### src/rtl/log_mover.sv
// Scrolling log-lane controller: five lanes of three logs each, every lane moving
// one pixel per (L+1) frames in a fixed direction, with wrap-around, pause and restart.
module log_mover #(
   parameter int NUM_OF_LOGS = 15,
   parameter int X_WRAP      = 680,
   parameter int LANE_Y0     = 80,
   parameter int LANE_PITCH  = 20
) (
   input  logic                         CLK,
   input  logic                         RESET,
   input  logic                         startOfFrame,
   input  logic                         pause,
   input  logic                         restart,
   output logic [NUM_OF_LOGS-1:0][10:0] ObjectStartX,
   output logic [NUM_OF_LOGS-1:0][10:0] ObjectStartY,
   output logic [4:0]                   lane_step,
   output logic [4:0]                   lane_dir
);

   localparam int          NUM_LANES = 5;
   localparam int          SLOTS     = 3;
   localparam int          SLOT_GAP  = 226;
   localparam int          LANE_SKEW = 40;
   localparam logic [4:0]  DIR       = 5'b10101;
   localparam logic [10:0] X_LAST    = 11'(X_WRAP - 1);

   typedef enum logic {
      RUN    = 1'b0,
      PAUSED = 1'b1
   } state_t;

   state_t               state;
   state_t               state_next;
   logic                 frame_go;
   logic [NUM_LANES-1:0] lane_hit;
   logic [2:0]           cnt [NUM_LANES];

   assign lane_dir = DIR;

   // One-pixel move with explicit wrap at both ends of 0..X_WRAP-1.
   function automatic logic [10:0] step_x(input logic [10:0] x, input logic right);
      if (right)
         return (x == X_LAST) ? 11'd0 : x + 11'd1;
      else
         return (x == 11'd0) ? X_LAST : x - 11'd1;
   endfunction

   always_ff @(posedge CLK) begin
      if (RESET)
         state <= RUN;
      else
         state <= state_next;
   end

   always_comb begin
      // NOTE: every output of this block is defaulted first so no path can infer a latch.
      state_next = state;
      frame_go   = 1'b0;
      lane_hit   = '0;

      if (restart)
         state_next = RUN;
      else if (pause)
         state_next = PAUSED;
      else
         state_next = RUN;

      // A frame counts only when already running and nothing of higher priority is asserted.
      frame_go = (state == RUN) && startOfFrame && !pause && !restart;
      for (int l = 0; l < NUM_LANES; l++)
         lane_hit[l] = frame_go && (cnt[l] == 3'(l));
   end

   // NOTE: sequential state uses non-blocking assignments so every register samples pre-edge values.
   always_ff @(posedge CLK) begin
      if (RESET || restart) begin
         for (int l = 0; l < NUM_LANES; l++) begin
            cnt[l] <= '0;
            for (int j = 0; j < SLOTS; j++) begin
               ObjectStartX[SLOTS*l + j] <= 11'(j*SLOT_GAP + l*LANE_SKEW);
               ObjectStartY[SLOTS*l + j] <= 11'(LANE_Y0 + l*LANE_PITCH);
            end
         end
         lane_step <= '0;
      end else begin
         lane_step <= lane_hit;
         if (frame_go) begin
            for (int l = 0; l < NUM_LANES; l++) begin
               if (lane_hit[l]) begin
                  cnt[l] <= '0;
                  for (int j = 0; j < SLOTS; j++)
                     ObjectStartX[SLOTS*l + j] <= step_x(ObjectStartX[SLOTS*l + j], DIR[l]);
               end else begin
                  cnt[l] <= cnt[l] + 3'd1;
               end
            end
         end
      end
   end

endmodule
### config.mk
export PLATFORM = sky130hd
export DESIGN_NAME = log_mover
export DESIGN_NICKNAME = d
export VERILOG_FILES = /design/src/rtl/log_mover.sv
export SDC_FILE = /design/constraint.sdc
export NUM_CORES = 1
export LEC_CHECK = 0
export CORE_AREA = 2 2 156 158
export DETAILED_ROUTE_END_ITERATION = 6
export DIE_AREA = 0 0 158 160
export PLACE_DENSITY = 0.78
export RECOVER_POWER = 100
export SETUP_SLACK_MARGIN = 0.2
export SLEW_MARGIN = 0
export SYNTH_ARGS = -nofsm -noshare
export SYNTH_HDL_FRONTEND = slang
export SYNTH_SLANG_ARGS = --single-unit
### constraint.sdc
create_clock -name CLK -period 4.4 [get_ports CLK]
set_input_delay 0.88 -clock CLK [delete_from_list [all_inputs] [get_ports CLK]]
set_output_delay 0.88 -clock CLK [all_outputs]
set_load 0.005 [all_outputs]
Yosys cells after proc, flatten, opt, wreduce, memory -nomap -nowiden
Memory sizes are Yosys's and may differ from the RTL's.
Index checks and enable logic that the tools add are counted.
Widths: inputs -> output; s select.
{"block": "classes", "bitwise_logic": 11, "n_reduce_logical": 24, "n_mux": 68, "addsub": 20, "n_eq_ne": 13}
{"op": "$mux 11", "n": 15}
{"op": "$add 11x1->11 const B", "n": 9}
{"op": "$eq 11x10->1 const B", "n": 9}
{"op": "$logic_not 11->1", "n": 6}
{"op": "$sub 11x1->11 const B", "n": 6}
{"op": "$mux 1", "n": 43}
{"op": "$mux 3", "n": 10}
{"op": "$add 3x1->3 const B", "n": 5}
{"op": "$or 1x1->1", "n": 10}
{"op": "$reduce_and 2->1", "n": 5}
{"op": "$logic_and 1x1->1", "n": 8}
{"op": "$eq 3x2->1 const B", "n": 2}
{"op": "$eq 3x1->1 const B", "n": 1}
{"op": "$eq 3x3->1 const B", "n": 1}
{"op": "$logic_not 3->1", "n": 1}
{"op": "$logic_not 1->1", "n": 2}
{"op": "$reduce_or 2->1", "n": 1}
{"op": "$logic_or 1x1->1", "n": 1}
{"op": "$not 1->1", "n": 1}
{"block": "totals", "mem_count": 1, "output_inout_bits": 340, "ram_bits": 15, "in_bits": 5, "wordCells": 154, "reg_bits": 171}
{"name": "cnt", "depth": 5, "word_bits": 3, "rd": 5, "rd_ports_with_merged_regs": 0, "write_ports": 5, "line_no": "36", "rtl": "logic [2:0] cnt [NUM_LANES];"}

Depth between registers and ports, before layout
Gate-level depths: netlist (run 1).
{"block": "logic_depth", "depth_word": 11, "depth_mapped": 8, "depth_no_buf": 6}

Least setup slack after synthesis (run 1)
Ideal clock, no wire load.
{"block": "synth_timing", "kind": "input to register", "start": "input restart", "end": "register ObjectStartX[63] (netlist name)", "path_slack_ns": 1.716, "path_buffers": 2, "cell_stages": 6, "arrival_time_ns": 2.622, "cell_sequence": "buf_6 -> or4b_4 -> buf_6 -> or4_1 -> or4_1 -> nand3_1"}
{"block": "synth_via", "elab_chain_len": 4, "word_cells_on_any_way": 5}
{"item": "start: declaration", "line_no": "13", "rtl": "input logic restart,"}
{"item": "$logic_not 1->1", "line_no": "69", "rtl": "frame_go = (state == RUN) && startOfFrame && !pause && !restart;"}
{"item": "$logic_and 1x1->1", "line_no": "69"}
{"item": "$logic_and 1x1->1", "line_no": "71", "rtl": "lane_hit[l] = frame_go && (cnt[l] == 3'(l));"}
{"item": "$reduce_and 2->1 (no line)"}
{"item": "end signal: indexed assignment", "line_no": "80", "rtl": "ObjectStartX[SLOTS*l + j] <= 11'(j*SLOT_GAP + l*LANE_SKEW);"}
{"item": "end signal: indexed assignment", "line_no": "92", "rtl": "ObjectStartX[SLOTS*l + j] <= step_x(ObjectStartX[SLOTS*l + j], DIR[l]);"}
{"item": "end: declaration", "line_no": "14", "rtl": "output logic [NUM_OF_LOGS-1:0][10:0] ObjectStartX,"}
Several ways; a longest one is shown, not always the timed one.
A chain may end at the register's enable or synchronous reset.

Final worst setup path (run 1)
{"block": "layout_timing", "start": "input restart", "end": "register ObjectStartX[33] (netlist name)"}
The elaborated chain is that of the path after synthesis.

==> results of run 1 <==
## cells by family after synthesis
logic type,synth area share
simple gates,0.266
buf+inv,0.154
flops,0.372
compound gates,0.0668
xor+xnor,0.0925
fa+ha+maj,0.0372
mux,0.0106
other cells,0.000721
## placed cells by master, fill, tap and decap left out, drive strengths merged, types with 47 or more instances in the layout
cell type | Yosys | routed
conb | 2 | 170
dfxtp | 171 | 171
dlygate4sd3 | 0 | 171
inv | 39 | 47
nand2 | 56 | 56
nand3 | 56 | 56
nor2 | 110 | 110
nor3 | 58 | 58
nor4 | 58 | 58
o21ai | 55 | 55
xnor2 | 76 | 76
## final timing paths
path	to	slack (ps)	cells past startpoint
min reg2reg	ObjectStartX[109]	490	2
min	ObjectStartX[109]	490	2
max reg2reg	ObjectStartX[33]	1500	5
max	ObjectStartX[33]	740	6
## layer usage
layer | global-route usage | vias up
met3 | 0.0377 | 31
met5 | 0 | -
met2 | 0.305 | 323
li1 | - | 4290
met4 | 0.0536 | 0
met1 | 0.254 | 4181
## cell type report
type                    instances  area (sq um)
fillers                      2226         11400
multi-input cells             945          5560
flip-flops and latches        186          3870
repair buffers                188          1810
clock buffers                  17           425
well taps                     324           405
clock inverters                15           178
inverters                      39           146
## registers in the layout, indices dropped and copies added, names as in the netlist
signal / cells
ObjectStartX: 165
cnt: 15
lane_step: 5
state: 1
## power groups by stage
stage / sequential (W) / combinational [W] / clock (W)
2_1_floorplan: 0.00176 / 0.000223 / 0
3_3_place_gp: 0.00176 / 0.000152 / 0
3_5_place_dp: 0.00176 / 0.000154 / 0
4_1_cts: 0.00172 / 0.000154 / 0.00162
5_1_grt: 0.00173 / 0.000173 / 0.00169
6_report: 0.00172 / 0.000150 / 0.00159
## worst reg2reg max path: stages, from the launching register on
cell	delay (ps)
dfxtp_1	330
or4b_4	830
clkbuf_1	570
nor2_1	730
o21ai_0	160
a31oi_1	200
## through the flow
step	cell area [sq um]	hold slack, ps
after floorplan	11100	471
after global placement	11900	469
after detailed placement	11900	487
after CTS	12500	498
after global routing	12400	524
final	12400	491
==> reports/metrics.csv, run 1 <==
metric,value,unit
status,"complete, no violations",
cts_max_level,4,
routabilityCongestion,0.834,
power_frac_seq,0.498,
reg2reg_from,state,
grt_first_pass_wirelength,39.3,mm
p_sw,0.000854,W
grt_pass1_vias,7833,
slew_headroom,0.0147,
grt_max_degree,58,
hpwl,17.6,mm
pwr-share-comb,0.043,
top_layer,met4,
root_buffer,clkbuf_16,
post-route-util,0.520,
final.setup_skew,12.8,ps
async_flop_share,0,
tritoncts,built,
yosys_warnings,0,
min_period,3660,ps
clock_latency,430,ps
grt_overflow,0,
crit_chain,dlygate4sd3_1 -> or4b_4 -> clkbuf_1 -> nor2_1 -> o21ai_0 -> a31oi_1,
drive_above_1_share,0.0353,
yosys_most_used_dff,dfxtp_1,
grt_antenna_before_repair,0,
die_y,160,um
yosys.area.top_type,dfxtp_1,
ir_drop,0.198,mV
ys_seq_area_frac,0.372,
start_util,0.437,
die_w,158,um
instances_no_fill,1714,
drc,0,
setup_ws,745,ps
required,4730,ps
path_class,in2reg,
path_buf_inv,2,
synthMostInstantiatedCell,dfxtp_1,
core_area,23800,sq um
p_leak,4.54,nW
critPathLaunchType,input port,
post_cts_resized,0,
finalCritPeriodShare,0.831,
ys_top_cells_by_area,"dfxtp_1, buf_4, xnor2_1, edfxtp_1, nor2_1",
hp-start,ObjectStartX[109],
netlist_area,10400,sq um
swShare,0.247,
netlist_top_cells_count,"dfxtp_1, buf_4, nor2_1",
fmaxAchievable,274,MHz
synth_enable_flop_cells,15,
pwr-share-clk,0.459,
dr.pass1.iters,6,
synth_top_area_share,0.329,
rsz0062_at_grt,false,
cts_buffers,17,
track_usage,0.188,
maxCapViolCount,0,
vias_per_cell,5.15,
dp_slack,782,ps
avgRoutedWirePerCell,14.2,um
wl_met1,11.1,mm
worst-slew-pin-transition,1480,ps
critPathSlowestCell,or4b_4,
routed_wl,24.3,mm
cp-end-kind,flop,
critical-path-top-delay-family,simple AND/OR/NAND/NOR gates,
maxSlewViolCount,0,
ant_nets,0,
finalNetCount,1413,
antenna_cells,0,
p_per_area,279,nW/um^2
syn_inst,1215,
drt-initial-drc-count,494,
synthDistinctLibCells,55,
setup_violations,0,
area_growth,19.0,%
setup_tns,0,ps
dieArea,25300,sq um
arrival,3990,ps
dr_wl_met3,1.43,mm
clockBufferDepth,2,
crit_path_start,restart,
hold_path.class,reg2reg,
hold_viol,0,
ys_ff_latch,186,
power,0.00346,W
vias,8825,
wl_met2,11.4,mm
ios,345,
avgSynthCellArea,8.58,sq um
path_max_fanout,57,
rows,57,
cts_sinks,186,
cts_hold_buf,0,
place_inst,1682,
internal_power,0.00261,W
post_cts_buffers,0,
clk_pin_slew,70,ps
numPortBuffers,174,
slowest_delay,870,ps
No activity file was read; power rests on OpenSTA's default activity.
==> run 2: changes to the inputs <==
Clock period 4.4 ns to 3.8 ns, I/O delays scaled along.
==> reports/metrics.csv, run 2 (synthesis gave the netlist of run 1 again) <==
metric,value,unit,change
status,"complete, no violations",,unchanged
cp-end-kind,flop,,unchanged
design_area,12500,sq um,"was 12,400 sq um"
grt_max_degree,43,,was 58
required,4120,ps,was 4730 ps
arrival,3570,ps,was 3990 ps
largest_reg_flops,165,,unchanged
min_period,3250,ps,
vias_per_cell,5.13,,was 5.15
clk_pin_slew,70,ps,about the same
root_buffer,clkbuf_16,,unchanged
final.setup_skew,12.1,ps,was 12.8 ps
clockBufferDepth,2,,unchanged
rows,57,,unchanged
grt_overflow,0,,unchanged
grt_pass1_vias,8005,,"was 7,833"
ios,345,,unchanged
core_area,23800,sq um,unchanged
placed_cell_area,11900,sq um,about the same
multi_input_area,5570,sq um,was 5560 sq um
slew_headroom,0.255,,was 0.0147
hold_path.class,reg2reg,,unchanged
avgRoutedWirePerCell,14.5,um,was 14.2 um
cts_max_level,4,,unchanged
drc,0,,unchanged
post_cts_resized,0,,unchanged
maxCapViolCount,0,,unchanged
maxSlewViolCount,0,,unchanged
final_cell_mix,"dfxtp_1, dlygate4sd3_1, conb_1",,unchanged
path_class,in2reg,,unchanged
clock_latency,430,ps,about the same
routed_wl,25.0,mm,was 24.3 mm
dr.pass1.iters,5,,was 6
path_max_fanout,9,,was 57
numPortBuffers,174,,unchanged
critical-path-top-delay-family,simple AND/OR/NAND/NOR gates,,unchanged
setup_tns,0,ps,unchanged
die_w,158,um,unchanged
die_y,160,um,unchanged
critPathSlowestCell,nor4b_1,,was or4b_4
p_per_area,327,nW/um^2,was 279 nW/um^2
hpwl,18.0,mm,was 17.6 mm
regMostFlops,ObjectStartX,,unchanged
routabilityCongestion,0.826,,was 0.834
ant_nets,0,,unchanged
antenna_cells,0,,unchanged
finalNetCount,1417,,"was 1,413"
hold_viol,0,,unchanged
p_leak,4.56,nW,was 4.54 nW
critPathLaunchType,input port,,unchanged
seq_area,3870,sq um,unchanged
finalCritPeriodShare,0.856,,
start_util,0.437,,unchanged
area_growth,19.7,%,was 19.0%
crit_chain,clkdlybuf4s50_1 -> clkbuf_1 -> nor4b_1 -> nand2_1 -> o31ai_1 -> clkbuf_1 -> nor2_1,,was dlygate4sd3_1 -> or4b_4 -> clkbuf_1 -> nor2_1 -> o21ai_0 -> a31oi_1
fmaxAchievable,307,MHz,
power,0.00408,W,was 0.00346 W
fill_cells,2154,,"was 2,226"
grt_first_pass_wirelength,40.3,mm,was 39.3 mm
drive_above_1_share,0.0373,,was 0.0353
cts_buffers,17,,unchanged
path_common_cell,clkbuf_1,,
tritoncts,built,,unchanged
vias,8806,,"was 8,825"
worst-slew-pin-transition,1110,ps,was 1480 ps
slowest_delay,720,ps,was 870 ps
rsz0062_at_grt,false,,unchanged
cts_sinks,186,,unchanged
path_buf_inv,3,,was 2
grt_antenna_before_repair,1,,was 0
post_cts_buffers,0,,unchanged
track_usage,0.193,,was 0.188
cts_hold_buf,0,,unchanged
setup_violations,0,,unchanged
ir_drop,0.234,mV,was 0.198 mV
top_regs,"ObjectStartX (165), cnt (15), lane_step (5)",,unchanged
drt-initial-drc-count,538,,was 494
dieArea,25300,sq um,unchanged
run 2: where the power goes:
part	internal (W)	total [W]	leakage, nW	switching [W]
Sequential	0.00198	0.00200	1.55	0.0000119
Combinational	0.0000386	0.000178	2.70	0.000139
Clock	0.00112	0.00191	0.313	0.000792
Total	0.00314	0.00408	4.56	0.000943
run 2: final timing paths:
| check | startpoint | end | slack, ps | cells past startpoint |
|---|---|---|---|---|
| hold / removal | ObjectStartX[109] | ObjectStartX[109] | 490 | 2 |
| setup / recovery | restart | ObjectStartX[164] | 550 | 7 |
| setup reg to reg | state | ObjectStartX[111] | 1140 | 6 |
| hold reg to reg | ObjectStartX[109] | ObjectStartX[109] | 490 | 2 |
run 2: through the flow:
step           hold WS, ps  cells   util  setup slack [ps]
6_report               485   1718  0.524               547
5_1_grt                515   1718  0.524               431
4_1_cts                491   1718  0.526               907
3_5_place_dp           481   1686  0.500               542
3_3_place_gp           478   1686  0.500               578
2_1_floorplan          471   1383      -              1240
run 2: tightest hold or removal path: cells and delay by family (launching register included):
| kind | cells | cell delay, ps |
|---|---|---|
| DFF | 1 | 330 |
| muxes | 1 | 60 |
| and+or+nand+nor | 1 | 60 |
run 2: area by class of cell:
type / count / area share
sequential: 186 / 0.311
clock inverter: 12 / 0.0126
multi-input combinational: 945 / 0.446
timing repair buffer: 192 / 0.148
inverter: 39 / 0.0117
tap: 324 / 0.0325
clock buffer: 20 / 0.0383
run 2: per-layer routing:
layer / global-route usage / up-vias / wire, um / part of all wire
li1: - / 4287 / - / -
met1: 0.255 / 4158 / 11100 / 0.45
met2: 0.324 / 322 / 12000 / 0.48
met3: 0.0366 / 37 / 1440 / 0.058
met4: 0.0500 / 2 / 361 / 0.014
met5: 0 / - / 13 / 0.00052
